**src/rtl/riscv32ima_lsu.sv**
```systemverilog
// Load/store stage of the riscv32ima pipeline: runs one data-memory access at a time,
// aligns/extends load data, builds store strobes, and registers everything else through.
module riscv32ima_lsu #(
    parameter int ADDR_WIDTH     = 32,
    parameter int REG_ADDR_WIDTH = 5,
    parameter int REG_DATA_WIDTH = 32,
    parameter int OPCODE_WIDTH   = 7,
    parameter int FUNC3_WIDTH    = 3,
    parameter logic [OPCODE_WIDTH-1:0] LOAD  = 7'b0000011,
    parameter logic [OPCODE_WIDTH-1:0] STORE = 7'b0100011
) (
    input  logic                      clk,
    input  logic                      nrst,
    input  logic                      exe_valid,
    output logic                      exe_ready,
    input  logic [OPCODE_WIDTH-1:0]   exe_opcode,
    input  logic [FUNC3_WIDTH-1:0]    exe_func3,
    input  logic [REG_ADDR_WIDTH-1:0] exe_reg_addr,
    input  logic [REG_DATA_WIDTH-1:0] exe_result,
    input  logic [REG_DATA_WIDTH-1:0] exe_rs2,
    output logic                      dmem_valid,
    input  logic                      dmem_ready,
    output logic                      dmem_wen,
    output logic [ADDR_WIDTH-1:0]     dmem_addr,
    output logic [3:0]                dmem_wstrb,
    output logic [REG_DATA_WIDTH-1:0] dmem_wdata,
    input  logic                      dmem_rvalid,
    input  logic [REG_DATA_WIDTH-1:0] dmem_rdata,
    output logic                      lsu_valid,
    input  logic                      lsu_ready,
    output logic [OPCODE_WIDTH-1:0]   lsu_opcode,
    output logic [REG_ADDR_WIDTH-1:0] lsu_reg_addr,
    output logic [REG_DATA_WIDTH-1:0] lsu_mem_addr,
    output logic [REG_DATA_WIDTH-1:0] lsu_data,
    output logic                      lsu_fault
);
    typedef enum logic [1:0] {IDLE, REQ, WAIT, OUT} state_t;

    state_t                    state;
    logic [FUNC3_WIDTH-1:0]    func3;
    logic                      accept;
    logic                      is_store;
    logic                      is_mem;
    logic                      aligned;
    logic [3:0]                strb;
    logic [REG_DATA_WIDTH-1:0] wdata;
    logic [REG_DATA_WIDTH-1:0] shifted;
    logic [REG_DATA_WIDTH-1:0] load_data;

    assign exe_ready = (state == IDLE) || (state == OUT && lsu_ready);
    assign accept    = exe_valid && exe_ready;
    assign is_store  = (exe_opcode == STORE);
    assign is_mem    = (exe_opcode == LOAD) || is_store;

    // Alignment, strobe and lane-replicated store data from the incoming instruction
    always_comb begin
        aligned = 1'b0;
        strb    = 4'b1111;
        wdata   = exe_rs2;
        case (exe_func3[1:0])
            2'b00: begin
                aligned = 1'b1;
                strb    = 4'b0001 << exe_result[1:0];
                wdata   = {4{exe_rs2[7:0]}};
            end
            2'b01: begin
                aligned = !exe_result[0];
                strb    = 4'b0011 << exe_result[1:0];
                wdata   = {2{exe_rs2[15:0]}};
            end
            2'b10:   aligned = (exe_result[1:0] == 2'b00);
            default: aligned = 1'b0;
        endcase
    end

    assign shifted = dmem_rdata >> {lsu_mem_addr[1:0], 3'b000};

    always_comb begin
        case (func3)
            3'b000:  load_data = {{(REG_DATA_WIDTH-8){shifted[7]}}, shifted[7:0]};
            3'b100:  load_data = {{(REG_DATA_WIDTH-8){1'b0}}, shifted[7:0]};
            3'b001:  load_data = {{(REG_DATA_WIDTH-16){shifted[15]}}, shifted[15:0]};
            3'b101:  load_data = {{(REG_DATA_WIDTH-16){1'b0}}, shifted[15:0]};
            default: load_data = shifted;
        endcase
    end

    always_ff @(posedge clk) begin
        if (!nrst) begin
            state        <= IDLE;
            func3        <= '0;
            dmem_valid   <= 1'b0;
            dmem_wen     <= 1'b0;
            dmem_addr    <= '0;
            dmem_wstrb   <= '0;
            dmem_wdata   <= '0;
            lsu_valid    <= 1'b0;
            lsu_opcode   <= '0;
            lsu_reg_addr <= '0;
            lsu_mem_addr <= '0;
            lsu_data     <= '0;
            lsu_fault    <= 1'b0;
        end else begin
            case (state)
                IDLE, OUT: begin
                    // OUT with lsu_ready doubles as IDLE so pass-through runs back to back
                    if (accept) begin
                        func3        <= exe_func3;
                        lsu_opcode   <= exe_opcode;
                        lsu_reg_addr <= exe_reg_addr;
                        lsu_mem_addr <= exe_result;
                        lsu_fault    <= 1'b0;
                        if (is_mem && aligned) begin
                            state      <= REQ;
                            lsu_valid  <= 1'b0;
                            lsu_data   <= exe_result;
                            dmem_valid <= 1'b1;
                            dmem_wen   <= is_store;
                            dmem_addr  <= {exe_result[ADDR_WIDTH-1:2], 2'b00};
                            dmem_wstrb <= is_store ? strb : 4'b0000;
                            dmem_wdata <= wdata;
                        end else begin
                            state     <= OUT;
                            lsu_valid <= 1'b1;
                            lsu_fault <= is_mem;
                            lsu_data  <= is_mem ? '0 : exe_result;
                        end
                    end else if (state == OUT && lsu_ready) begin
                        state     <= IDLE;
                        lsu_valid <= 1'b0;
                    end
                end
                REQ: begin
                    if (dmem_ready) begin
                        dmem_valid <= 1'b0;
                        dmem_wen   <= 1'b0;
                        dmem_wstrb <= '0;
                        if (dmem_wen) begin
                            state     <= OUT;
                            lsu_valid <= 1'b1;
                        end else begin
                            state <= WAIT;
                        end
                    end
                end
                WAIT: begin
                    if (dmem_rvalid) begin
                        state     <= OUT;
                        lsu_valid <= 1'b1;
                        lsu_data  <= load_data;
                    end
                end
                default: state <= IDLE;
            endcase
        end
    end
endmodule

```
**config.mk**
```make
export PLATFORM = sky130hd
export DESIGN_NAME = riscv32ima_lsu
export DESIGN_NICKNAME = d
export VERILOG_FILES = /design/src/rtl/riscv32ima_lsu.sv
export SDC_FILE = /design/constraint.sdc
export NUM_CORES = 1
export LEC_CHECK = 0
export BUFFER_PORTS_ARGS = -buffer_cell sky130_fd_sc_hd__buf_2
export CORE_MARGIN = 3
export CORE_UTILIZATION = 28
export DETAILED_ROUTE_END_ITERATION = 16
export GPL_ROUTABILITY_DRIVEN = 0
export SLEW_MARGIN = 10
export SYNTH_ARGS = -nofsm -noshare
export SYNTH_HDL_FRONTEND = slang
export SYNTH_SLANG_ARGS = --single-unit
```
**constraint.sdc**
```tcl
create_clock -name clk -period 2.8 [get_ports clk]
set_clock_uncertainty 0.1 [all_clocks]
set_input_delay 0.14 -clock clk [delete_from_list [all_inputs] [get_ports clk]]
set_output_delay 0.14 -clock clk [all_outputs]
set_load 0.05 [all_outputs]
```
==> flow_summary.yaml, run 1 <==
run_status:
  status: "finished clean"
worst_setup_path:
  cp-end-kind: "flop"
  cpMaxStageDelayCell: "dlygate4sd3_1"
  crit_buf_inv: 3
  cp.required_ns: 3.07
  critical-path-max-stage-delay_ns: 0.57
  start_kind: "flop"
  path_max_fanout: 29
  crit_family: "buffers and inverters"
  cp_cell_sequence: "inv_1, ha_1, nand3b_1, nor2_4, buf_12, nor2_1, a311oi_1, dlygate4sd3_1"
  criticalPathCategory: "reg -> reg"
  crit_arrival_ns: 2.89
drt:
  dr.pass1.iters: 5
  vias: 7121
  postRouteAntennaNets: 0
  remaining_drc_errors: 0
  wirelength_mm: 26.0
  drt_iter0_drc: 398
  viasPerCell: 4.82
  post_drt_wl_per_cell_um: 17.6
sta:
  drv_slew: 0
  setup-violations-final: 0
  finalHoldViolations: 0
  layout_min_cycle_time_ns: 2.62
  post-route-period-util_pct: 93.6
  grt_setup_unrepaired: "true"
  tightest_slew_ns: 0.656
  fin_hold_ws_ns: 0.0360
  maxSlewHeadroom_pct: 56.2
  fmax_mhz: 381
floorplanning:
  core_sq_um: 23500
  initial_core_util_pct: 28.6
  die-area_sq_um: 25900
  die_y_um: 161
  io_pins: 266
  rows: 56
  dieWidth_um: 161
pwr:
  power_mw: 8.82
  ir_drop_mv: 0.382
  cellPowerDensity_nw_per_um2: 919
  leakagePower_nw: 4.11
synth:
  yosysMostFrequentCell: "nand2_1"
  synth_edf_count: 0
  async_flop_share_pct: 0
  yosysTopAreaCell: "dfxtp_1"
  ys_ff_latch: 151
  synthTopCellsByCount: "nand2_1 (220), dfxtp_1 (151), a21oi_1 (113), nor2_1 (61)"
  syn_area_per_cell_sq_um: 8.01
  ys_types: 52
  yosys-top-cells-area: "dfxtp_1 (45%), nand2_1 (12%), a21oi_1 (8.4%), mux2i_1 (4.8%), nor2_1 (3.4%)"
  yosysWarnings: 0
  synth_area_sq_um: 6730
  ys.flop_type: "dfxtp_1"
  ys_seq_area_share_pct: 44.9
  syn_inst: 840
  yosys.area.top_type_share_pct: 44.9
worst_hold_path:
  hold_class: "in -> reg"
clocking:
  cts_tree: "yes"
  clockBufferDepth: 2
  htreeDepth: 4
  clk_pin_slew_worst_paths_ns: 0.06
  numCtsBuffers: 17
  clk_latency_ns: 0.42
  clock-sinks: 151
  root_buffer: "clkbuf_16"
placement:
  place_hpwl_mm: 18.2
  portBuffers: 263
global_routing:
  grt_max_degree: 59
  grt_pass1_vias: 7075
  grt_overflow: 0
  grt.total_usage_pct: 19.4
  antenna_found_initial: 1
  grt_pass1_wl_mm: 39.7
flow_run:
  cap_violations: 0
finish:
  syn2layout_area_growth_pct: 42.6
  fin_nets: 1266
  drive_gt1_share_pct: 28.2
-- power by group --
part           internal, mW  total [mW]  switching [mW]
sequential             2.52        2.74           0.220
clock                  1.34        2.27           0.925
combinational          1.03        3.81            2.78
-- registers in the layout (all words and copies together) (netlist names) --
| register | flops |
|---|---|
| dmem_wstrb | 4 |
| state | 2 |
| func3 | 3 |
| lsu_fault | 1 |
| dmem_addr | 30 |
| lsu_opcode | 7 |
| lsu_mem_addr | 32 |
| lsu_data | 32 |
| lsu_reg_addr | 5 |
| lsu_valid | 1 |
| dmem_wdata | 32 |
| dmem_valid | 1 |
| dmem_wen | 1 |
-- worst paths after layout --
check | start | endpoint | slack [ns] | depth (start not counted)
worst min-delay path | exe_rs2[20] | dmem_wdata[20] | 0.04 | 3
worst max-delay path | state[0] | dmem_wdata[9] | 0.18 | 8
worst max register to register | state[0] | dmem_wdata[9] | 0.18 | 8
worst min register to register | dmem_addr[21] | dmem_addr[21] | 0.35 | 2
-- metal layers --
layer	GRT usage (%)	part of all wire, %	up-vias
met5	0	0	-
met4	4.26	1.1	0
met3	6.05	7.0	24
met2	33.5	49	248
met1	23.8	43	3331
li1	-	-	3518
-- cell families (layout without fill, tap and decap cells) --
logic type / count (synthesis) / count (layout) / synth area share [%]
flip-flops: 151 / 151 / 44.9
AO/OA/AOI/OAI: 250 / 250 / 23.6
other: 1 / 3 / 0.0557
adder cells (fa/ha/maj): 4 / 4 / 0.744
buffers and inverters: 76 / 391 / 5.59
multiplexers: 34 / 34 / 5.20
AND/OR/NAND/NOR: 324 / 324 / 19.9
-- through the flow --
step,cell area [sq um],worst slack [ns],TNS [ns],instances,utilization (%)
floorplan,6740,0.559,0,841,-
global placement,8250,0.345,0,1368,35.0
detailed placement,8250,0.226,0,1368,35.0
CTS,9560,0.0324,0,1473,40.6
global route,9600,-0.0185,-0.0495,1476,40.8
finish,9600,0.178,0,1476,40.8
-- cells in the final DEF (no fill, tap or decap), drive strengths merged, types with 8 or more instances in the layout --
cell type	count
mux2i	32
o21a	10
nor2b	10
nor2	63
dlygate4sd3	75
nand2	220
o21ai	37
dfxtp	151
clkbuf	22
buf	280
a211oi	23
nor3	15
a32oi	8
a311oi	9
o211ai	12
a21oi	113
-- area by class of cell --
| type | instances | area, sq um |
|---|---|---|
| antenna | 1 | 2.50 |
| clock buffer | 21 | 460 |
| clock inverter | 9 | 103 |
| fill | 2439 | 13900 |
| inverter | 5 | 21.3 |
| multi-input combinational | 614 | 3350 |
| sequential | 151 | 3020 |
| tap | 319 | 399 |
| timing repair buffer | 356 | 2240 |
-- worst min-delay path: cells and delay by family --
family,cells,cell delay (ns)
multiplexers,1,0.18
AO/OA/AOI/OAI,1,0.10
buffers and inverters,1,0.09
-- repair_timing --
item                                   4_1_cts  5_1_grt
setup endpoints to repair                    0        5
setup buffers                                0        1
hold buffers                                75        0
resized for setup                            0        1
endpoints found under the hold margin      133        0
(Power assumes the default switching activity.)
==> run 2, diff against run 1 <==
Settings changed: CORE_UTILIZATION 28 to 45, PLACE_DENSITY set to 0.75.
==> flow_summary.yaml, run 2 (synthesized netlist as in run 1, its figures left out) <==
finish:
  syn2layout_area_growth_pct: 39.9
  post-route-util_pct: 64.5
  final_common_cell: "buf_2"
  fin_nets: 1265
  layout_top_registers: "dmem_wdata (32), lsu_data (32), lsu_mem_addr (32)"
  drive_gt1_share_pct: 28.3
  mostFrequentLayoutCells: "buf_2 (263), nand2_1 (220), dfxtp_1 (151), a21oi_1 (113), dlygate4sd3_1 (75)"
worst_setup_path:
  crit_arrival_ns: 2.81
  criticalPathCategory: "reg -> reg"
  path_max_fanout: 46
  cp.required_ns: 3.05
  start_kind: "flop"
  cp-end-kind: "flop"
placement:
  place_hpwl_mm: 16.0
  pre_cts_ws_ns: 0.291
  portBuffers: 263
pwr:
  ir_drop_mv: 0.756
  cellPowerDensity_nw_per_um2: 927
  leakagePower_nw: 4.10
drt:
  remaining_drc_errors: 0
  viasPerCell: 5.41
  postRouteAntennaNets: 0
  wirelength_mm: 23.3
  vias: 7259
  dr.pass1.iters: 5
  drt_iter0_drc: 611
  post_drt_wl_per_cell_um: 17.3
floorplanning:
  die_y_um: 128
  io_pins: 266
  initial_core_util_pct: 46.1
  rows: 44
  core_sq_um: 14600
  die-area_sq_um: 16500
  dieWidth_um: 128
global_routing:
  grtUsageMet3_pct: 7.33
  grt.total_usage_pct: 27.2
  use_met2_pct: 45.0
  use_met1_pct: 33.5
  top_usage_layer: "met2"
  grt_pass1_wl_mm: 35.5
  grt_overflow: 0
  grt_pass1_vias: 6783
  antenna_found_initial: 1
  grt_max_degree: 58
sta:
  tightest_slew_ns: 0.981
  grt_setup_unrepaired: "false"
  maxSlewHeadroom_pct: 34.6
  post-route-period-util_pct: 91.4
  drv_slew: 0
  layout_min_cycle_time_ns: 2.56
  setup_slack_ns: 0.241
  setup-violations-final: 0
  fmax_mhz: 391
  finalHoldViolations: 0
  fin_setup_tns_ns: 0
clocking:
  htreeDepth: 4
  clock-sinks: 151
  numCtsBuffers: 17
  cts_tree: "yes"
  root_buffer: "clkbuf_16"
  clk_pin_slew_worst_paths_ns: 0.06
  clk_latency_ns: 0.41
  cts_setup_buffers: 0
  clockBufferDepth: 2
worst_hold_path:
  hold_class: "in -> reg"
flow_run:
  cap_violations: 0
run_status:
  status: "finished clean"
-- run 2: layout make-up --
cell class,instances,area (sq um)
antenna,1,2.50
clock buffer,22,484
clock inverter,9,91.3
fill,1193,5170
inverter,5,21.3
multi-input combinational,614,3340
sequential,151,3020
tap,184,230
timing repair buffer,355,2220
-- run 2: critical path, cell delays in order, from the launching register on --
cell and delay [ns]:
dfxtp_1 0.39, inv_1 0.09, ha_1 0.47, nand3b_1 0.26, or2_2 0.79, nand2_1 0.17
a21oi_1 0.18
-- run 2: worst paths after layout --
check,slack [ns],end,from,cells after the start
max,0.24,dmem_wdata[6],state[0],6
min,0.02,lsu_data[31],dmem_rdata[31],3
max reg2reg,0.24,dmem_wdata[6],state[0],6
min reg2reg,0.35,dmem_addr[12],dmem_addr[12],2
-- run 2: layer usage --
metal / share of wire, % / wire (um)
met1: 39 / 9110
met2: 48 / 11300
met3: 8.9 / 2080
met4: 3.4 / 795
met5: 0 / 0
-- run 2: stage by stage --
stage	std cells	hold slack [ns]	total power [mW]	instance area, sq um
after floorplan	841	0.176	5.50	6740
after global placement	1234	0.282	6.37	8090
after detailed placement	1234	0.287	6.42	8090
after CTS	1340	0.00483	8.73	9410
after global routing	1341	0.0138	9.14	9420
final	1341	0.0195	8.73	9420
-- run 2: what timing repair did --
| item | CTS | global route |
|---|---|---|
| gates resized for setup | 0 | 0 |
| hold buffers | 75 | 0 |
| endpoints found under the hold margin | 133 | 0 |
-- run 2: power by group --
group	internal (mW)	total (mW)	switching (mW)	leakage [nW]
Clock	1.32	2.23	0.909	0.272
Sequential	2.52	2.75	0.221	1.23
Combinational	1.02	3.76	2.74	2.60
